==> src/rtl/nibble_assembler.sv <==
// nibble_assembler: packs nibble pairs into bytes with valid/ready handshakes and a delivery count; NIBBLE_ASM_FLUSH_EN adds a flush port
module nibble_assembler (
    input  logic        clk,
    input  logic        rst,
`ifdef NIBBLE_ASM_FLUSH_EN
    input  logic        flush,
`endif
    input  logic        swap,
    input  logic        nib_valid,
    input  logic [3:0]  nib_in,
    output logic        nib_ready,
    output logic        byte_valid,
    output logic [7:0]  byte_out,
    input  logic        byte_ready,
    output logic [15:0] byte_cnt
);
    typedef enum logic [1:0] {EMPTY, HALF, FULL} state_t;
    state_t state;
    logic [3:0] held;
    logic [3:0] second;
    logic order;
    logic accept;
    logic close;
    assign nib_ready = (state == FULL) ? byte_ready : 1'b1;
    assign accept = nib_valid && nib_ready;
`ifdef NIBBLE_ASM_FLUSH_EN
    assign close = accept || flush;
`else
    assign close = accept;
`endif
    // a flushed byte completes with a zero second nibble
    assign second = accept ? nib_in : 4'h0;
    always_ff @(posedge clk) begin
        if (rst) begin
            state      <= EMPTY;
            held       <= 4'h0;
            order      <= 1'b0;
            byte_valid <= 1'b0;
            byte_out   <= 8'h00;
            byte_cnt   <= 16'h0000;
        end else begin
            if (byte_valid && byte_ready)
                byte_cnt <= byte_cnt + 16'd1;
            case (state)
                EMPTY: if (accept) begin
                    held  <= nib_in;
                    order <= swap;
                    state <= HALF;
                end
                HALF: if (close) begin
                    byte_out   <= order ? {second, held} : {held, second};
                    byte_valid <= 1'b1;
                    state      <= FULL;
                end
                FULL: if (byte_ready) begin
                    byte_valid <= 1'b0;
                    state      <= accept ? HALF : EMPTY;
                    if (accept) begin
                        held  <= nib_in;
                        order <= swap;
                    end
                end
                default: state <= EMPTY;
            endcase
        end
    end
endmodule

==> config.mk <==
export PLATFORM = sky130hd
export DESIGN_NAME = nibble_assembler
export DESIGN_NICKNAME = d
export VERILOG_FILES = /design/src/rtl/nibble_assembler.sv
export SDC_FILE = /design/constraint.sdc
export NUM_CORES = 1
export LEC_CHECK = 0
export ABC_CLOCK_PERIOD_IN_PS = 3740
export BUFFER_PORTS_ARGS = -buffer_cell sky130_fd_sc_hd__buf_2
export CORE_MARGIN = 10
export CORE_UTILIZATION = 55
export DETAILED_ROUTE_END_ITERATION = 12
export HOLD_SLACK_MARGIN = 0.05
export MAX_ROUTING_LAYER = met4
export PLACE_DENSITY = 0.93
export SYNTH_ARGS = -nofsm -noshare
export SYNTH_HDL_FRONTEND = slang
export SYNTH_SLANG_ARGS = --single-unit
==> constraint.sdc <==
create_clock -name clk -period 3.74 [get_ports clk]
set_input_delay 0.748 -clock clk [delete_from_list [all_inputs] [get_ports clk]]
set_output_delay 0.748 -clock clk [all_outputs]
set_load 0.005 [all_outputs]
==> results.yml, run 1 <==
run_status:
  status: "finished clean"
route:
  routedWlPerCell_um: 13.7
  first_iter_violations: 83
  vias: 1174
  routed_wirelength_um: 3030
  via_per_inst: 5.31
  ant_nets: 0
  drc: 0
  dr.pass1.iters: 4
critical_path:
  crit_chain: "buf_2, nor2b_1, nand2b_1, buf_2"
  path_max_fanout: 7
  crit_path_frequent_cell: "buf_2"
  startpoint_type: "primary input"
  reg2reg_from: "state[0]$_SDFFE_PP0P_"
  timing.critical_path.slowest_cell_delay_ns: 0.19
  r2r_slack_ns: 1.99
  cp_slowest_cell: "nor2b_1"
  ff2ff_path_depth: 4
  timing.rr.end: "byte_out[1]$_SDFFE_PP0P_"
  arrival_ns: 1.31
  path_class: "in -> out"
  crit_required_ns: 2.99
  worstSetupEndpointType: "output port"
synth:
  synth-seq-cells: 32
  synth.most_common_cell: "dfxtp_1"
  syn_inst: 155
  yosysTopAreaCell: "dfxtp_1"
  yosysSeqAreaShare: 0.463
  yosysUniqueCellTypes: 27
  syn_nets: 165
  synth_edf_count: 0
  yosysWarnings: 0
  netlist_area_um2: 1380
  synth_ff_type: "dfxtp_1"
  yosys-top-cells-count: "dfxtp_1, nor2_1, mux2i_1"
  yosysTopAreaCellShare: 0.463
  avgSynthCellArea_um2: 8.92
  async_flop_share: 0
  synthTopCellsByArea: "dfxtp_1, mux2i_1, nor2_1, xnor2_1, a211oi_1"
layout:
  fin_cells: 221
  antenna_cells: 0
  n_fill_cell: 203
  regArea_um2: 641
  fin_nets: 200
  multi_input_area_um2: 696
  syn2layout_area_growth_pct: 17.7
  drive_gt1_frac: 0.246
clock_network:
  clk_latency_ns: 0.32
  clk_pin_slew_ns: 0.10
  root_buffer: "clkbuf_4"
  cts.path.max_buffers: 2
  numCtsBuffers: 5
  cts_tree: "done"
  post-cts-setup-buffers: 0
  cts.repair.resized: 0
  cts_sinks: 32
  h-tree-depth: 2
  cts_hold_buf: 0
hold_path:
  hold_class: "reg -> reg"
  hp-start: "byte_out[6]$_SDFFE_PP0P_"
  whs_path_depth: 2
  hold_path_end: "byte_out[6]$_SDFFE_PP0P_"
die:
  die_x_um: 70.1
  initial_core_util: 0.568
  rows: 18
  coreArea_um2: 2430
  die_y_um: 70.1
  die_area_um2: 4920
  num_io_pins: 35
sta:
  fin_crit_sh: 0.549
  setup_viol: 0
  finalHoldViolCount: 0
  worst_slew_pin_slew_ns: 1.00
  min_period_ns: 2.05
  fmax_ghz: 0.487
  maxSlewViolCount: 0
  skew_ns: 0.0104
  slew_headroom: 0.328
  rsz0062_at_grt: "no"
  tns_ns: 0
global_routing:
  track_usage: 0.128
  antenna_found_initial: 0
  grt_max_degree: 34
  grt-ovfl-total: 0
  grt_pass1_wl_um: 5130
  grt_pass1_vias: 1135
run:
  max-cap-violations: 0
place:
  dp_cells: 213
  port_buffers: 34
  hpwl_um: 2330
  gp_congestion: 0.831
power_and_ir_drop:
  ir_drop_mv: 0.369
  powerDensity_nw_per_um2: 398
  p_leak_uw: 0.000646
## where the power goes
part / switching, uW / leakage [uW] / internal [uW] / total (uW)
registers: 16.4 / 0.000260 / 357 / 373
clock network: 113 / 0.0000380 / 89.4 / 203
logic: 37.5 / 0.000348 / 34.5 / 72.0
## final cells by class
type,count,share of cell area
inverter,6,0.0138
clock inverter,2,0.00615
sequential,32,0.394
clock buffer,6,0.0315
multi-input combinational,111,0.427
tap,30,0.0231
timing repair buffer,34,0.105
## layer usage
metal / share of wire / wire (um) / GRT usage / vias up
li1: - / - / - / 600
met1: 0.42 / 1260 / 0.140 / 527
met5: 0 / 0 / - / -
met3: 0.083 / 252 / 0.0508 / 3
met2: 0.49 / 1500 / 0.209 / 44
met4: 0.0053 / 16 / 0.0395 / 0
## how the worst max path moves through the flow
stage | start | endpoint | slack [ns] | cells after the start
2_1_floorplan | byte_ready | byte_cnt[13]$_SDFFE_PP0P_ | 1.94 | 4
3_3_place_gp | byte_ready | nib_ready | 1.71 | 4
3_5_place_dp | nib_valid | byte_out[1]$_SDFFE_PP0P_ | 1.56 | 5
4_1_cts | byte_ready | nib_ready | 1.68 | 4
5_1_grt | byte_ready | nib_ready | 1.65 | 4
6_report | byte_ready | nib_ready | 1.69 | 4
## metrics by stage
step           setup slack (ns)  hold WS, ns  total power (uW)  utilization  cell area [um^2]
6_report                   1.69        0.507               648        0.669              1630
5_1_grt                    1.65        0.526               685        0.669              1630
4_1_cts                    1.68        0.509               654        0.669              1630
3_5_place_dp               1.56        0.495               454        0.644              1570
3_3_place_gp               1.71        0.474               448        0.644              1570
2_1_floorplan              1.94        0.481               427            -              1380
## placed cells by master, fill, tap and decap left out, types with 2 or more instances in the layout
cell / n
or3_1: 3
xnor2_1: 10
nor2b_1: 2
xor2_1: 2
nor3_1: 4
mux2i_1: 13
dfxtp_1: 32
nand2_1: 6
o21ai_0: 3
nor4_1: 4
inv_1: 6
a211oi_1: 8
buf_2: 34
nand4_1: 4
clkbuf_4: 5
nand3_1: 5
clkinv_2: 2
a21oi_1: 7
nor2_1: 31
## sequential cells by signal (all words and copies together) (netlist names)
name        cells
byte_cnt       16
byte_out        8
held            4
order           1
byte_valid      1
state           2
## worst max-delay path, delay by kind of cell
kind                   cells  cell delay (ns)
AND/OR/NAND/NOR            2             0.28
buffers and inverters      2             0.27
## kinds of logic after synthesis
family / Yosys count / share of synthesized area
AOI/OAI and AO/OA: 19 / 0.0860
xor gates and xnor gates: 12 / 0.0760
adders and majority gates: 1 / 0.00905
buffers and inverters: 12 / 0.0335
DFF: 32 / 0.463
muxes: 14 / 0.102
and+or+nand+nor: 65 / 0.230
Power figures use the tool's default switching activity.
==> run 2: changes to the inputs <==
==> config.mk (replaced) <==
export PLATFORM = sky130hd
export DESIGN_NAME = nibble_assembler
export DESIGN_NICKNAME = d
export VERILOG_FILES = /design/src/rtl/nibble_assembler.sv
export SDC_FILE = /design/constraint.sdc
export NUM_CORES = 1
export LEC_CHECK = 0
export ABC_CLOCK_PERIOD_IN_PS = 1900
export BUFFER_PORTS_ARGS = -buffer_cell sky130_fd_sc_hd__buf_2
export CORE_ASPECT_RATIO = 2
export CORE_MARGIN = 10
export CORE_UTILIZATION = 51
export DETAILED_ROUTE_END_ITERATION = 12
export HOLD_SLACK_MARGIN = 0.05
export MAX_ROUTING_LAYER = met4
export PLACE_DENSITY = 0.88
export SYNTH_ARGS = -nofsm -noshare
export SYNTH_HDL_FRONTEND = slang
export SYNTH_SLANG_ARGS = --single-unit
==> constraint.sdc (replaced) <==
create_clock -name clk -period 1.9 [get_ports clk]
set_input_delay 0.38 -clock clk [delete_from_list [all_inputs] [get_ports clk]]
set_output_delay 0.38 -clock clk [all_outputs]
set_load 0.005 [all_outputs]
==> run 2 against run 1 <==
- sequential share of layout area shrank 0.86 points
- global-route usage grew 0.27 points
- sequential power grew 97%
- critical path type is now reg -> reg
==> results.yml, run 2 (synthesis results as in run 1) <==
layout:
  syn2layout_area_growth_pct: 20.4
  layout_commonest_cell: "buf_2"
  largest_reg_flops: 16
  final_cell_area_um2: 1660
  top_register: "byte_cnt"
  antenna_cells: 0
  layout_common_cells: "buf_2, dfxtp_1, nor2_1, mux2i_1, xnor2_1"
  fin_nets: 203
  final_util: 0.648
  reg_top3: "byte_cnt: 16 flops, byte_out: 8 flops, held: 4 flops"
  drive_gt1_frac: 0.249
die:
  coreArea_um2: 2570
  rows: 26
  die_y_um: 93.6
  num_io_pins: 35
  die_area_um2: 5320
  initial_core_util: 0.538
  die_x_um: 56.8
place:
  gp_congestion: 0.835
  port_buffers: 34
  hpwl_um: 2490
  pre_cts_ws_ns: 0.215
  placed_cell_area_um2: 1590
clock_network:
  cts.path.max_buffers: 2
  root_buffer: "clkbuf_8"
  clk_latency_ns: 0.28
  cts_tree: "done"
  post-cts-setup-buffers: 0
  clk_pin_slew_ns: 0.06
  numCtsBuffers: 5
  cts_sinks: 32
  h-tree-depth: 2
  cts.repair.resized: 0
  cts_hold_buf: 0
sta:
  fmax_ghz: 0.607
  finalHoldViolCount: 0
  worst_slew_pin_slew_ns: 0.496
  rsz0062_at_grt: "no"
  skew_ns: 0.00650
  setup_slack_ns: 0.254
  slew_headroom: 0.667
  maxSlewViolCount: 0
  tns_ns: 0
  setup_viol: 0
  fin_crit_sh: 0.867
  min_period_ns: 1.65
run_status:
  status: "finished clean"
global_routing:
  grt_pass1_wl_um: 5530
  busiest_layer: "met2"
  grt_max_degree: 20
  track_usage: 0.131
  use_met3: 0.0461
  grt_util_met1: 0.115
  grt_pass1_vias: 1328
  grt-ovfl-total: 0
  antenna_found_initial: 0
  grt_use_met2: 0.222
power_and_ir_drop:
  p_leak_uw: 0.000664
  combPwrFrac: 0.107
  p_clk_frac: 0.352
  switching_power_uw: 337
  pwr-share-seq: 0.541
  switching_share: 0.248
  internal_power_uw: 1020
  powerDensity_nw_per_um2: 817
  ir_drop_mv: 0.533
hold_path:
  hold_class: "in -> reg"
critical_path:
  path_max_fanout: 8
  cp_num_buf_inv: 0
  crit_required_ns: 2.11
  r2r_slack_ns: 0.25
  startpoint: "byte_valid$_SDFFE_PP0P_"
  cp_top_family: "simple AND/OR/NAND/NOR gates"
  cp_slowest_cell: "dfxtp_1"
  timing.critical_path.slowest_cell_delay_ns: 0.47
  arrival_ns: 1.86
  crit_end: "byte_cnt[13]$_SDFFE_PP0P_"
  crit_chain: "nand3_2, or3_4, or3_1, a21oi_1"
  worstSetupEndpointType: "register"
  ff2ff_path_depth: 4
  reg2reg_from: "byte_valid$_SDFFE_PP0P_"
  timing.rr.end: "byte_cnt[13]$_SDFFE_PP0P_"
  startpoint_type: "register"
  crit_cells: 4
  path_class: "reg -> reg"
route:
  routedWlPerCell_um: 14.5
  ant_nets: 0
  routed_wirelength_um: 3200
  dr.pass1.iters: 4
  drc: 0
  via_per_inst: 5.50
  vias: 1215
  first_iter_violations: 21
run:
  max-cap-violations: 0
[run 2: cell types whose count changed in the layout (fill, tap and decap cells not counted)]
| cell | change |
|---|---|
| buf_4 | +3 |
| clkbuf_1 | +1 |
| clkbuf_4 | -5 |
| clkbuf_8 | +4 |
| clkinv_2 | -1 |
[run 2: how the worst min path moves through the flow]
stage | depth (start not counted) | to | from | slack, ns
after CTS | 3 | order$_SDFFE_PP0P_ | swap | 0.36
after detailed placement | 2 | byte_out[4]$_SDFFE_PP0P_ | byte_out[4]$_SDFFE_PP0P_ | 0.50
final | 3 | order$_SDFFE_PP0P_ | swap | 0.36
after global placement | 2 | byte_cnt[1]$_SDFFE_PP0P_ | byte_cnt[1]$_SDFFE_PP0P_ | 0.47
after global routing | 3 | order$_SDFFE_PP0P_ | swap | 0.38
after floorplan | 2 | byte_cnt[1]$_SDFFE_PP0P_ | byte_cnt[1]$_SDFFE_PP0P_ | 0.48
[run 2: worst register-to-register path, cell delays in order, from the launching register on]
cell and delay (ns):
dfxtp_1 0.47, nand3_2 0.18, or3_4 0.44, or3_1 0.35
a21oi_1 0.14
[run 2: layout make-up]
cell class	count	area [um^2]
Clock inverter	1	5.00
Inverter	6	22.5
Clock buffer	6	72.6
Tap cell	28	35.0
Fill cell	215	906
Sequential cell	32	641
Timing Repair Buffer	37	193
Multi-Input combinational cell	111	696
[run 2: through the flow]
stage               instances  hold slack (ns)  power (uW)
floorplan                 155            0.481         841
global placement          214            0.475         886
detailed placement        214            0.495         897
CTS                       221            0.361        1380
global route              221            0.385        1430
finish                    221            0.356        1360
[run 2: power groups by stage]
| stage | logic (uW) | clock network (uW) | registers, uW |
|---|---|---|---|
| 2_1_floorplan | 98.7 | 0 | 742 |
| 3_3_place_gp | 140 | 0 | 746 |
| 3_5_place_dp | 147 | 0 | 750 |
| 4_1_cts | 148 | 497 | 735 |
| 5_1_grt | 165 | 522 | 740 |
| 6_report | 145 | 479 | 735 |
[run 2: per-layer routing]
layer / share of wire / vias to the layer above / routed length [um]
met5: 0 / - / 0
met4: 0.034 / 0 / 109
met3: 0.054 / 11 / 173
met2: 0.52 / 36 / 1680
met1: 0.39 / 562 / 1240
li1: - / 606 / -
